$ cat config.mk
export PLATFORM = sky130hd
export DESIGN_NAME = simon_core_sched
export DESIGN_NICKNAME = d
export VERILOG_FILES = /design/src/rtl/simon_core_sched.sv
export SDC_FILE = /design/constraint.sdc
export NUM_CORES = 1
export LEC_CHECK = 0
export BUFFER_PORTS_ARGS = -buffer_cell sky130_fd_sc_hd__buf_2
export CAP_MARGIN = 10
export CORE_AREA = 2 2 230 232
export DETAILED_ROUTE_END_ITERATION = 6
export DIE_AREA = 0 0 232 234
export PLACE_DENSITY = 0.59
export SYNTH_ARGS = -nofsm -noshare
export SYNTH_HDL_FRONTEND = slang
export SYNTH_SLANG_ARGS = --single-unit
$ cat constraint.sdc
create_clock -name clk -period 2.9 [get_ports clk]
set_clock_uncertainty 0.2 [all_clocks]
set_input_delay 0.145 -clock clk [delete_from_list [all_inputs] [get_ports clk]]
set_output_delay 0.145 -clock clk [all_outputs]
set_load 0.02 [all_outputs]
$ cat src/rtl/simon_core_sched.sv
// simon_core_sched
//   Two-client round-robin scheduler in front of a single SIMON block-cipher
//   core (default 48/96: N=24, M=4). It owns every core handshake, keeps
//   one key per client, reloads the core key only when the owner, direction
//   or key content changed, and buffers one result per client.
//
// Ports
//   clk, R                      clock, synchronous active-high reset
//   key_set, key_in             per-client key write strobe and key value
//   in_valid/in_ready           per-client request handshake
//   in_enc_dec, in_block        per-client direction (1=encrypt) and block
//   out_valid/out_ready         per-client result buffer handshake
//   out_data                    per-client result buffer contents
//   newKey, newData, readData   core requests
//   enc_dec, KEY, BLOCK         core direction, key and block
//   loadKey, loadData, doneData core acknowledges
//   outData                     core result
module simon_core_sched #(
  parameter int N = 24,
  parameter int M = 4
) (
  input  logic                        clk,
  input  logic                        R,
  input  logic [1:0]                  key_set,
  input  logic [1:0][M-1:0][N-1:0]    key_in,
  input  logic [1:0]                  in_valid,
  output logic [1:0]                  in_ready,
  input  logic [1:0]                  in_enc_dec,
  input  logic [1:0][1:0][N-1:0]      in_block,
  output logic [1:0]                  out_valid,
  input  logic [1:0]                  out_ready,
  output logic [1:0][1:0][N-1:0]      out_data,
  output logic                        newKey,
  output logic                        newData,
  output logic                        readData,
  output logic                        enc_dec,
  output logic [M-1:0][N-1:0]         KEY,
  output logic [1:0][N-1:0]           BLOCK,
  input  logic                        loadKey,
  input  logic                        loadData,
  input  logic                        doneData,
  input  logic [1:0][N-1:0]           outData
);

  typedef enum logic [2:0] {
    S_IDLE,
    S_KEY_REQ,
    S_DATA_REQ,
    S_BUSY,
    S_READ
  } state_e;

  state_e                     state_q, state_d;
  logic                       last_grant_q, last_grant_d;
  logic                       cur_q, cur_d;
  logic [1:0][M-1:0][N-1:0]   key_q, key_d;
  logic [1:0]                 key_ok_q, key_ok_d;
  logic [1:0]                 stale_q, stale_d;
  logic                       loaded_ok_q, loaded_ok_d;
  logic                       loaded_owner_q, loaded_owner_d;
  logic                       loaded_dir_q, loaded_dir_d;
  logic [1:0]                 out_valid_q, out_valid_d;
  logic [1:0][1:0][N-1:0]     out_data_q, out_data_d;
  logic [M-1:0][N-1:0]        core_key_q, core_key_d;
  logic [1:0][N-1:0]          core_blk_q, core_blk_d;
  logic                       core_dir_q, core_dir_d;
  // Remembers a key rewrite of the current client while its key load is
  // pending, so the load acknowledge does not wipe the new stale mark.
  logic                       kset_req_q, kset_req_d;

  logic [1:0] eligible;
  logic       grant;
  logic       accept;
  logic       reload;

  // Eligibility and arbitration depend only on registered state plus the
  // request inputs, so in_ready is a clean function of the current cycle.
  always_comb begin
    for (int c = 0; c < 2; c++) begin
      eligible[c] = (state_q == S_IDLE) & in_valid[c] & key_ok_q[c]
                  & ~out_valid_q[c] & ~key_set[c];
    end
    if (&eligible) grant = ~last_grant_q;
    else           grant = eligible[1];
    in_ready[0] = eligible[0] & ~grant & ~R;
    in_ready[1] = eligible[1] &  grant & ~R;
    accept      = |in_ready;
    reload      = ~loaded_ok_q | (loaded_owner_q != grant)
                | (loaded_dir_q != in_enc_dec[grant]) | stale_q[grant];
  end

  // NOTE: every signal written here is given its default first, so no path
  // through the case statement leaves one unassigned and no latch is inferred.
  always_comb begin
    state_d        = state_q;
    last_grant_d   = last_grant_q;
    cur_d          = cur_q;
    key_d          = key_q;
    key_ok_d       = key_ok_q;
    stale_d        = stale_q;
    loaded_ok_d    = loaded_ok_q;
    loaded_owner_d = loaded_owner_q;
    loaded_dir_d   = loaded_dir_q;
    out_data_d     = out_data_q;
    core_key_d     = core_key_q;
    core_blk_d     = core_blk_q;
    core_dir_d     = core_dir_q;
    kset_req_d     = kset_req_q;
    newKey         = 1'b0;
    newData        = 1'b0;
    readData       = 1'b0;

    // Consume first; a capture below overrides it for the same client.
    out_valid_d = out_valid_q & ~out_ready;

    // Key writes are honoured in every state and force a reload later.
    for (int c = 0; c < 2; c++) begin
      if (key_set[c]) begin
        key_d[c]    = key_in[c];
        key_ok_d[c] = 1'b1;
        stale_d[c]  = 1'b1;
      end
    end

    unique case (state_q)
      S_IDLE: begin
        if (accept) begin
          cur_d        = grant;
          core_blk_d   = in_block[grant];
          core_dir_d   = in_enc_dec[grant];
          last_grant_d = grant;
          if (reload) begin
            core_key_d = key_q[grant];
            kset_req_d = 1'b0;
            state_d    = S_KEY_REQ;
          end else begin
            state_d    = S_DATA_REQ;
          end
        end
      end
      S_KEY_REQ: begin
        newKey = 1'b1;
        if (key_set[cur_q]) kset_req_d = 1'b1;
        if (loadKey) begin
          loaded_owner_d = cur_q;
          loaded_dir_d   = core_dir_q;
          loaded_ok_d    = 1'b1;
          if (!kset_req_q && !key_set[cur_q]) stale_d[cur_q] = 1'b0;
          state_d        = S_DATA_REQ;
        end
      end
      S_DATA_REQ: begin
        newData = 1'b1;
        if (loadData) state_d = S_BUSY;
      end
      S_BUSY: begin
        if (doneData) begin
          out_data_d[cur_q]  = outData;
          out_valid_d[cur_q] = 1'b1;
          state_d            = S_READ;
        end
      end
      S_READ: begin
        readData = 1'b1;
        if (!doneData) state_d = S_IDLE;
      end
      default: state_d = S_IDLE;
    endcase
  end

  // NOTE: state is updated only with non-blocking assignments so every
  // register samples the values computed in the previous cycle.
  always_ff @(posedge clk) begin
    if (R) begin
      state_q        <= S_IDLE;
      last_grant_q   <= 1'b1;
      cur_q          <= 1'b0;
      // NOTE: the key store is small and must be wiped on reset (stored keys
      // are lost), so it is reset like any other register.
      key_q          <= '0;
      key_ok_q       <= '0;
      stale_q        <= '0;
      loaded_ok_q    <= 1'b0;
      loaded_owner_q <= 1'b0;
      loaded_dir_q   <= 1'b0;
      out_valid_q    <= '0;
      out_data_q     <= '0;
      core_key_q     <= '0;
      core_blk_q     <= '0;
      core_dir_q     <= 1'b1;
      kset_req_q     <= 1'b0;
    end else begin
      state_q        <= state_d;
      last_grant_q   <= last_grant_d;
      cur_q          <= cur_d;
      key_q          <= key_d;
      key_ok_q       <= key_ok_d;
      stale_q        <= stale_d;
      loaded_ok_q    <= loaded_ok_d;
      loaded_owner_q <= loaded_owner_d;
      loaded_dir_q   <= loaded_dir_d;
      out_valid_q    <= out_valid_d;
      out_data_q     <= out_data_d;
      core_key_q     <= core_key_d;
      core_blk_q     <= core_blk_d;
      core_dir_q     <= core_dir_d;
      kset_req_q     <= kset_req_d;
    end
  end

  assign out_valid = out_valid_q;
  assign out_data  = out_data_q;
  assign KEY       = core_key_q;
  assign BLOCK     = core_blk_q;
  assign enc_dec   = core_dir_q;

endmodule

## After elaboration in Yosys (flattened, before gate mapping)

Cells that the tools add are included.

| cells by class | value |
|---|---|
| reduce and logical (&&, ||, !) cells | 14 |
| muxes and demuxes | 37 |
| bitwise operators | 28 |
| equal/unequal tests | 13 |
| magnitude comparators | 3 |

Operators with widths:

| operator | count |
|---|---|
| 96-bit 2-to-1 mux | 2 |
| 48-bit 2-to-1 mux | 3 |
| 96-bit bitwise mux | 1 |
| 48-bit demux with 1-bit select | 1 |
| 1-bit 2-to-1 mux | 16 |
| 3-bit 2-to-1 mux | 5 |
| 3-bit case mux with 5 select lines | 1 |
| 2-bit inequality test (second input constant) | 7 |
| 1-bit AND | 12 |
| 2-bit 2-to-1 mux | 6 |
| 1-bit inverter | 8 |
| 2-bit AND reduction | 4 |
| 3-bit by 2-bit equality test with 1-bit output (second input constant) | 2 |
| 5-bit AND reduction | 1 |
| 2-bit AND | 2 |
| 1-bit by 2-bit less-than comparator with 1-bit output (second input constant) | 2 |
| 2-bit inverter | 2 |
| 4-bit AND reduction | 1 |
| 3-bit by 1-bit equality test with 1-bit output (second input constant) | 1 |
| 3-bit equality test (second input constant) | 1 |
| 3-bit logical NOT | 1 |
| 1-bit bitwise OR | 3 |
| 3-bit AND reduction | 1 |
| 1-bit logical AND | 2 |
| 8 further kinds | 10 |

| storage, ports and cells | value |
|---|---|
| output and inout port bits | 248 |
| register bits after elaboration | 448 |
| input bits | 349 |
| logic and storage cells | 125 |

## Logic depth before layout (Yosys ltp)

Gate-level depths: netlist (run 1).

| logic depth | value |
|---|---|
| depth in word-level cells | 15 |
| mapped depth | 9 |
| gate-level depth less buffers | 5 |

## Worst setup path before layout (run 1)

Ideal clock, no wire load.

| timing | value |
|---|---|
| path type | register to register |
| start point | register state_q[2] |
| end point | register core_key_q (netlist bit KEY[71]) |
| cell stages (with the launch flop) | 9 |
| buffers on the path | 3 |
| arrival | 2218 ps |
| slack | 412 ps |
| period minus slack after synthesis | 2488 ps |
| setup time | 70 ps |
| cells stage by stage | dfxtp_1 -> buf_2 -> or3_1 -> a211oi_4 -> mux2i_1 -> clkbuf_1 -> clkbuf_1 -> o21ai_0 -> a21oi_1 |

| between the ends | value |
|---|---|
| word-level cells in the longest chain between the ends | 13 |

Ends and longest elaborated chain:

| what | line | text |
|---|---|---|
| start: declaration | 53 | `state_e state_q, state_d;` |
| start signal: assignment | 193 | `state_q <= state_d;` |
| 3-bit logical NOT * | 80, 125 |  |
| 1-bit AND (2 in series) | 80 | `eligible[c] = (state_q == S_IDLE) & in_valid[c] & key_ok_q[c]` |
| 1-bit AND (2 in series) | 81 | `& ~out_valid_q[c] & ~key_set[c];` |
| 2-bit AND reduction | 83 | `if (&eligible) grant = ~last_grant_q;` |
| 1-bit 2-to-1 mux | 83 |  |
| 1-bit 2-to-1 mux (not written as such) (2 in series) | 89 | `\| (loaded_dir_q != in_enc_dec[grant]) \| stale_q[grant];` |
| 1-bit inequality test | 89 |  |
| 1-bit bitwise OR (2 in series) | 89 |  |
| 3-bit AND reduction (no line) | n/a |  |
| end signal: assignment | 204 | `core_key_q <= core_key_d;` |
| end: declaration | 64 | `logic [M-1:0][N-1:0] core_key_q, core_key_d;` |

Mark *: on every way between the ends. The rest lies on a longest branch, timed or not. The select of a mux whose other input is x is not followed.
A chain may end at the register's enable or synchronous reset.

## Final worst setup path (run 1)

| timing | value |
|---|---|
| start point | register state_q[2] |
| end point | register core_blk_q (netlist bit BLOCK[11]) |

| between the ends | value |
|---|---|
| word-level cells in the longest chain between the ends | 12 |

Ends and longest elaborated chain:

| what | line | text |
|---|---|---|
| 3-bit logical NOT * | 80, 125 |  |
| 1-bit AND (2 in series) | 80 |  |
| 1-bit AND (2 in series) | 81 |  |
| 2-bit AND reduction | 83 |  |
| 1-bit 2-to-1 mux | 83 |  |
| 1-bit inverter | 85 | `in_ready[0] = eligible[0] & ~grant & ~R;` |
| 1-bit AND (2 in series) | 85 |  |
| 2-bit OR reduction | 87 | `accept = \|in_ready;` |
| 2-bit AND reduction (no line) | n/a |  |
| end signal: assignment | 205 | `core_blk_q <= core_blk_d;` |
| end: declaration | 65 | `logic [1:0][N-1:0] core_blk_q, core_blk_d;` |

Marked as above.

==> results of run 1 <==
==> power breakdown <==
group	internal [mW]	leakage, nW	switching [mW]
sequential	6.43	3.65	0.146
combinational	1.09	7.12	1.16
clock	3.75	0.819	2.61
total	11.3	11.6	3.92
==> tightest hold or removal path, stage by stage <==
cell and delay (ns):
buf_2 0.10, nand4bb_2 0.14, nand2_1 0.14, nor2_1 0.13, o31ai_1 0.06
==> layout make-up <==
class	instances	area [µm²]	share of cell area, %
repair buffers	977	7005	26.48
well taps	688	860.8	3.254
diodes	6	15.01	0.05675
flip-flops and latches	448	8970	33.91
multi-input cells	1278	7923	29.95
clock inverters	8	70.07	0.2649
clock buffers	80	1597	6.035
inverters	4	15.01	0.05675
==> layer usage <==
metal	GRT usage (%)	part of all wire, %	vias to the layer above
met3	5.606	7.1	186
met2	37.85	48	638
met4	10.38	4.1	6
met1	27.04	41	8176
met5	0	0.060	-
li1	-	-	8225
==> worst paths after layout <==
path / from / endpoint / cells past startpoint
worst max-delay path: state_q[2] / BLOCK[11] / 7
worst min-delay path: in_valid[1] / state_q[0] / 5
worst min register to register: out_data[70] / out_data[70] / 2
worst max register to register: state_q[2] / BLOCK[11] / 7
==> placed cells by master, fill, tap and decap left out, types with 49 or more instances in the layout <==
cell / n
a21oi_1: 201
clkbuf_16: 53
mux2i_1: 243
a211oi_1: 49
mux2_2: 97
o21ai_0: 83
dfxtp_1: 447
buf_2: 593
nand3_1: 98
dlygate4sd3_1: 346
nor2_1: 257
nand2_1: 197
==> registers in the layout, indices dropped and copies added (netlist names) <==
| name | cells |
|---|---|
| loaded_dir_q | 1 |
| last_grant_q | 1 |
| kset_req_q | 1 |
| out_data | 96 |
| state_q | 3 |
| out_valid | 2 |
| BLOCK | 48 |
| stale_q | 2 |
| cur_q | 1 |
| key_ok_q | 2 |
| KEY | 96 |
| enc_dec | 1 |
| key_q | 192 |
| loaded_ok_q | 1 |
| loaded_owner_q | 1 |
==> cells by family (layout without fill, tap and decap cells) <==
logic type	count (synthesis)	in the layout	synth area share (%)
muxes	343	343	20.22
AOI/OAI and AO/OA	356	356	11.00
and+or+nand+nor	577	577	13.47
buffers and inverters	171	1069	4.225
DFF	448	448	50.99
other	0	6	0
xor gates and xnor gates	2	2	0.09961
==> repair_timing <==
action,4_1_cts,5_1_grt
setup endpoints to repair,2,17
setup buffers,2,1
endpoints found under the hold margin,352,0
gates resized for setup,1,5
hold buffers,346,0
pin swaps,1,1
cloned,2,1
==> impl_metrics.json, run 1 <==
{
  "power.leakage_nw": 11.59,
  "fin_hold_ws_ns": -0.003123,
  "vias": 17231,
  "track_usage_pct": 22.49,
  "syn-num-nets": 2246,
  "placedCellCount": 3043,
  "finalSetupViolations": 0,
  "p_per_area_mw_per_mm2": 574.4,
  "synth_cells": 1897,
  "cts_sinks": 448,
  "r2r_setup_slack_ns": 0.12,
  "ant_nets": 0,
  "die-area_mm2": 0.05429,
  "dpl_cell_area_mm2": 0.02117,
  "core.rowCount": 84,
  "cp_max_fo": 14,
  "relSlewSlack_pct": 24.96,
  "area_growth_pct": 50.41,
  "hold_viol_final": 1,
  "grt_max_degree": 223,
  "htreeDepth": 2,
  "drive_gt1_share_pct": 29.27,
  "setup_ws_ns": 0.1161,
  "vdd_ir_drop_max_mv": 0.4634,
  "final_util_pct": 50.85,
  "finalCritPeriodShare_pct": 96.00,
  "synthArstFlopShare_pct": 0,
  "die_x_um": 232,
  "grt_pass1_wl_um": 96790,
  "status": "complete, but fails checks",
  "tightest_slew_ns": 1.126,
  "fin_nets": 3108,
  "syn_area_per_cell_um2": 9.272,
  "critical_path_class": "flop to flop",
  "synth_area_leaders": "dfxtp_1 (51%), mux2i_1 (14%), mux2_2 (6.2%)",
  "dp_hpwl_um": 39130,
  "endpoint_kind": "flop",
  "ios": 597,
  "viasPerCell": 4.939,
  "ys_ff_latch": 448,
  "synth_seq_area_share_pct": 50.99,
  "synth_top_cells_by_count": "dfxtp_1 (448), nor2_1 (257), mux2i_1 (245)",
  "crit_arrival_ns": 2.99,
  "die_h_um": 234,
  "grt-ovfl-total": 0,
  "synth.cell_area_mm2": 0.01759,
  "antenna_found_initial": 8,
  "cts.clk_slew.worst_paths_ns": 0.06,
  "synth_top_area_share_pct": 50.99,
  "cts_buffer_depth": 3,
  "max_stage_delay_ns": 0.57,
  "cts_tree": "yes",
  "drt_first_iter_violations": 1042,
  "crit_path_start_kind": "flop",
  "ys_warn_count": 0,
  "fin_crit_ns": 2.784,
  "failed_checks": "hold timing",
  "clock_latency_ns": 0.59,
  "grt_pass1_vias": 17405,
  "power_mw": 15.20,
  "required_ns": 3.10,
  "drt-total-wl_um": 64970,
  "yosys.area.top_type": "dfxtp_1",
  "place_congestion": 0.8238,
  "numCtsBuffers": 50,
  "critPathBufInv": 3,
  "dp_slack_ns": 0.2760,
  "dr.pass1.iters": 7,
  "cp_top_family": "buffers and inverters",
  "synth_edf_count": 0,
  "stdcell_count": 3489,
  "ctsRootBufferMaster": "clkbuf_16",
  "fillers": 4709,
  "maxCapViolCount": 0,
  "ys.flop_type": "dfxtp_1",
  "holdCritPathClass": "input pin to flop",
  "placeableCoreArea_mm2": 0.05202,
  "crit_slowest_cell": "dlygate4sd3_1",
  "crit_chain": "or3_1, a211oi_4, buf_6, bufbuf_16, mux2i_2, dlygate4sd3_1, a211oi_1",
  "yosys.cell_count.top_type": "dfxtp_1",
  "final.setup.tns_ns": 0,
  "stdcell_area_mm2": 0.02646,
  "initial_utilization_pct": 33.81,
  "wl_per_cell_um": 18.62,
  "timing.final.max_slew_violations": 0,
  "max_clock_freq_ghz": 0.3592,
  "post_synth_num_cell_types": 37,
  "drc": 0,
  "io_buffers": 596
}
Note: power is estimated with default switching activity, not from simulation.
==> inputs of run 2 (changes only) <==
- ABC_AREA: not set -> 1
- CORE_AREA: 2 2 230 232 -> 2 2 234 236
- DIE_AREA: 0 0 232 234 -> 0 0 236 238
- PLACE_DENSITY: 0.59 -> 0.56
==> run 2 against run 1 <==
The flow now finishes without violations; critical path type is now input pin to flop; first-iteration DRC count rose by 0.48%; die area rose by 3.5%; sequential power rose by 1%; cell count rose by 11%; non-clock buffer count rose by 22; wire length rose by 5.3%; utilization fell by 2.3 points; area after synthesis fell by 2.5%; flip-flop and latch count did not move; power rose by 2.7%; hold slack improved by 0.12 ns; highest routed layer unchanged.
==> impl_metrics.json, run 2 <==
{
  "dp_hpwl_um": 42900,
  "final.setup.tns_ns": 0,
  "synth_area_leaders": "dfxtp_1 (52%), o21ai_0 (13%), nor2_1 (8.7%)",
  "final_cell_mix": "buf_2 (594), dfxtp_1 (448), o21ai_0 (432)",
  "synth_top_cells_by_count": "dfxtp_1 (448), o21ai_0 (432), nor2_1 (396)",
  "critical_path_class": "input pin to flop",
  "crit_top_cell": "dlygate4sd3_1",
  "finalCritPeriodShare_pct": 99.37,
  "synth_top_area_share_pct": 52.29,
  "wl_per_cell_um": 17.62,
  "placeableCoreArea_mm2": 0.05350,
  "vdd_ir_drop_max_mv": 0.4052,
  "maxCapViolCount": 0,
  "ys.flop_type": "dfxtp_1",
  "vias": 18925,
  "r2r_end": "enc_dec",
  "stdcell_area_mm2": 0.02599,
  "required_ns": 3.22,
  "synth_edf_count": 0,
  "holdPathEnd": "cur_q",
  "layout_commonest_cell": "buf_2",
  "cts_tree": "yes",
  "synth_cells": 2279,
  "whs_path_depth": 9,
  "cp_max_fo": 207,
  "core.rowCount": 85,
  "p_per_area_mw_per_mm2": 600.7,
  "status": "finished, final reports clean",
  "drive_gt1_share_pct": 23.11,
  "numCtsBuffers": 51,
  "finalSetupViolations": 0,
  "grt_pass1_vias": 19252,
  "ios": 597,
  "track_usage_pct": 23.45,
  "die_h_um": 238,
  "relSlewSlack_pct": 18.55,
  "power.leakage_nw": 11.85,
  "cts_sinks": 448,
  "hp-start": "in_valid[1]",
  "drt_first_iter_violations": 1047,
  "grt_max_degree": 208,
  "largest_reg_flops": 192,
  "synthArstFlopShare_pct": 0,
  "dr.pass1.iters": 5,
  "r2r_start": "state_q[1]",
  "timing.final.max_slew_violations": 0,
  "post_synth_num_cell_types": 28,
  "drt-total-wl_um": 68400,
  "crit_slowest_cell": "dlygate4sd3_1",
  "dpl_cell_area_mm2": 0.02051,
  "cts_buffer_depth": 3,
  "syn_area_per_cell_um2": 7.526,
  "yosys.cell_count.top_type": "dfxtp_1",
  "tightest_slew_ns": 1.222,
  "viasPerCell": 4.874,
  "place_congestion": 0.8488,
  "synth_seq_area_share_pct": 52.29,
  "clock_latency_ns": 0.58,
  "htreeDepth": 2,
  "area_growth_pct": 51.56,
  "endpoint_kind": "flop",
  "holdCritPathClass": "input pin to flop",
  "initial_utilization_pct": 32.06,
  "rsz0062_at_grt": "false",
  "io_buffers": 596,
  "crit_path_start_kind": "input pin",
  "fin_crit_ns": 2.882,
  "ys_warn_count": 0,
  "final_util_pct": 48.59,
  "r2r_setup_slack_ns": 0.15,
  "reg2reg_depth": 11,
  "grt-ovfl-total": 0,
  "die-area_mm2": 0.05617,
  "ys_ff_latch": 448,
  "max_stage_delay_ns": 0.61,
  "crit_chain": "dlygate4sd3_1, buf_4, inv_8, buf_16, o21ai_0, dlygate4sd3_1, a21oi_1, dlygate4sd3_1",
  "ant_nets": 0,
  "antenna_found_initial": 7,
  "die_x_um": 236,
  "fin_nets": 3495,
  "max_clock_freq_ghz": 0.3470,
  "regMostFlops": "key_q",
  "ctsRootBufferMaster": "clkbuf_16",
  "grt_pass1_wl_um": 105500,
  "hold_viol_final": 0,
  "crit_arrival_ns": 3.20,
  "drc": 0,
  "synth.cell_area_mm2": 0.01715,
  "yosys.area.top_type": "dfxtp_1",
  "syn-num-nets": 2628,
  "cts.clk_slew.worst_paths_ns": 0.06,
  "power_mw": 15.61
}
run 2: cell types whose count changed in the layout (fill, tap and decap cells not counted), moves of 10 or more:
cell,delta
mux2i_1,-243
o21ai_1,-11
a211oi_1,-49
a31oi_1,+49
nor2_1,+137
nand2_1,+104
dlygate4sd3_1,+32
inv_1,+115
mux2_2,-97
o21ai_0,+349
a21oi_2,+10
nand2_2,+11
run 2: cell type report:
| class | instances | area, µm² |
|---|---|---|
| clock buffers | 74 | 1505 |
| diodes | 6 | 15.01 |
| fillers | 5064 | 27500 |
| clock inverters | 14 | 176.4 |
| well taps | 696 | 870.8 |
| repair buffers | 999 | 7042 |
| multi-input cells | 1521 | 6937 |
| inverters | 125 | 480.5 |
| flip-flops and latches | 448 | 8969 |
run 2: routing by layer:
metal	track usage [%]	wire, µm	vias up
met5	0	28	-
met4	14.50	4243	4
met3	5.056	4631	196
met2	40.29	32800	740
met1	26.64	26700	8782
li1	-	-	9203
run 2: power by group:
part / total [mW] / switching, mW / internal, mW
Clock: 6.52 / 2.59 / 3.93
Combinational: 2.43 / 1.43 / 0.995
Sequential: 6.67 / 0.159 / 6.51
run 2: worst max-delay path: cells and delay by family:
| kind | cells | cell delay [ns] |
|---|---|---|
| buffers and inverters | 6 | 2.40 |
| AOI/OAI and AO/OA | 2 | 0.33 |
run 2: how the worst max path moves through the flow:
stage / from / to / depth (start not counted)
CTS: state_q[1] / enc_dec / 11
floorplan: out_valid[0] / KEY[10] / 11
detailed placement: out_valid[0] / KEY[85] / 7
global route: R / key_q[123] / 8
global placement: out_valid[0] / KEY[85] / 7
finish: R / key_q[123] / 8
run 2: timing repair:
item	in CTS	in global routing
endpoints found under the hold margin	382	0
resized for setup	0	1
endpoints found under the setup margin	0	1
hold buffers	378	0
setup buffers	0	0
run 2: per-stage QoR:
stage,hold slack (ns),instances,setup WS (ns)
floorplan,0.07990,2279,0.9112
global placement,0.1673,3411,0.3391
detailed placement,0.1713,3411,0.3283
CTS,0.06989,3877,0.1475
global route,0.1256,3882,0.01611
finish,0.1141,3883,0.01816
run 2: cells by family (layout without fill, tap and decap cells):
family | after synthesis | after routing | share of synthesized area (%)
other cells | 0 | 6 | 0
buf+inv | 310 | 1212 | 7.485
compound gates | 692 | 692 | 20.81
simple gates | 829 | 829 | 19.42
flops | 448 | 448 | 52.29
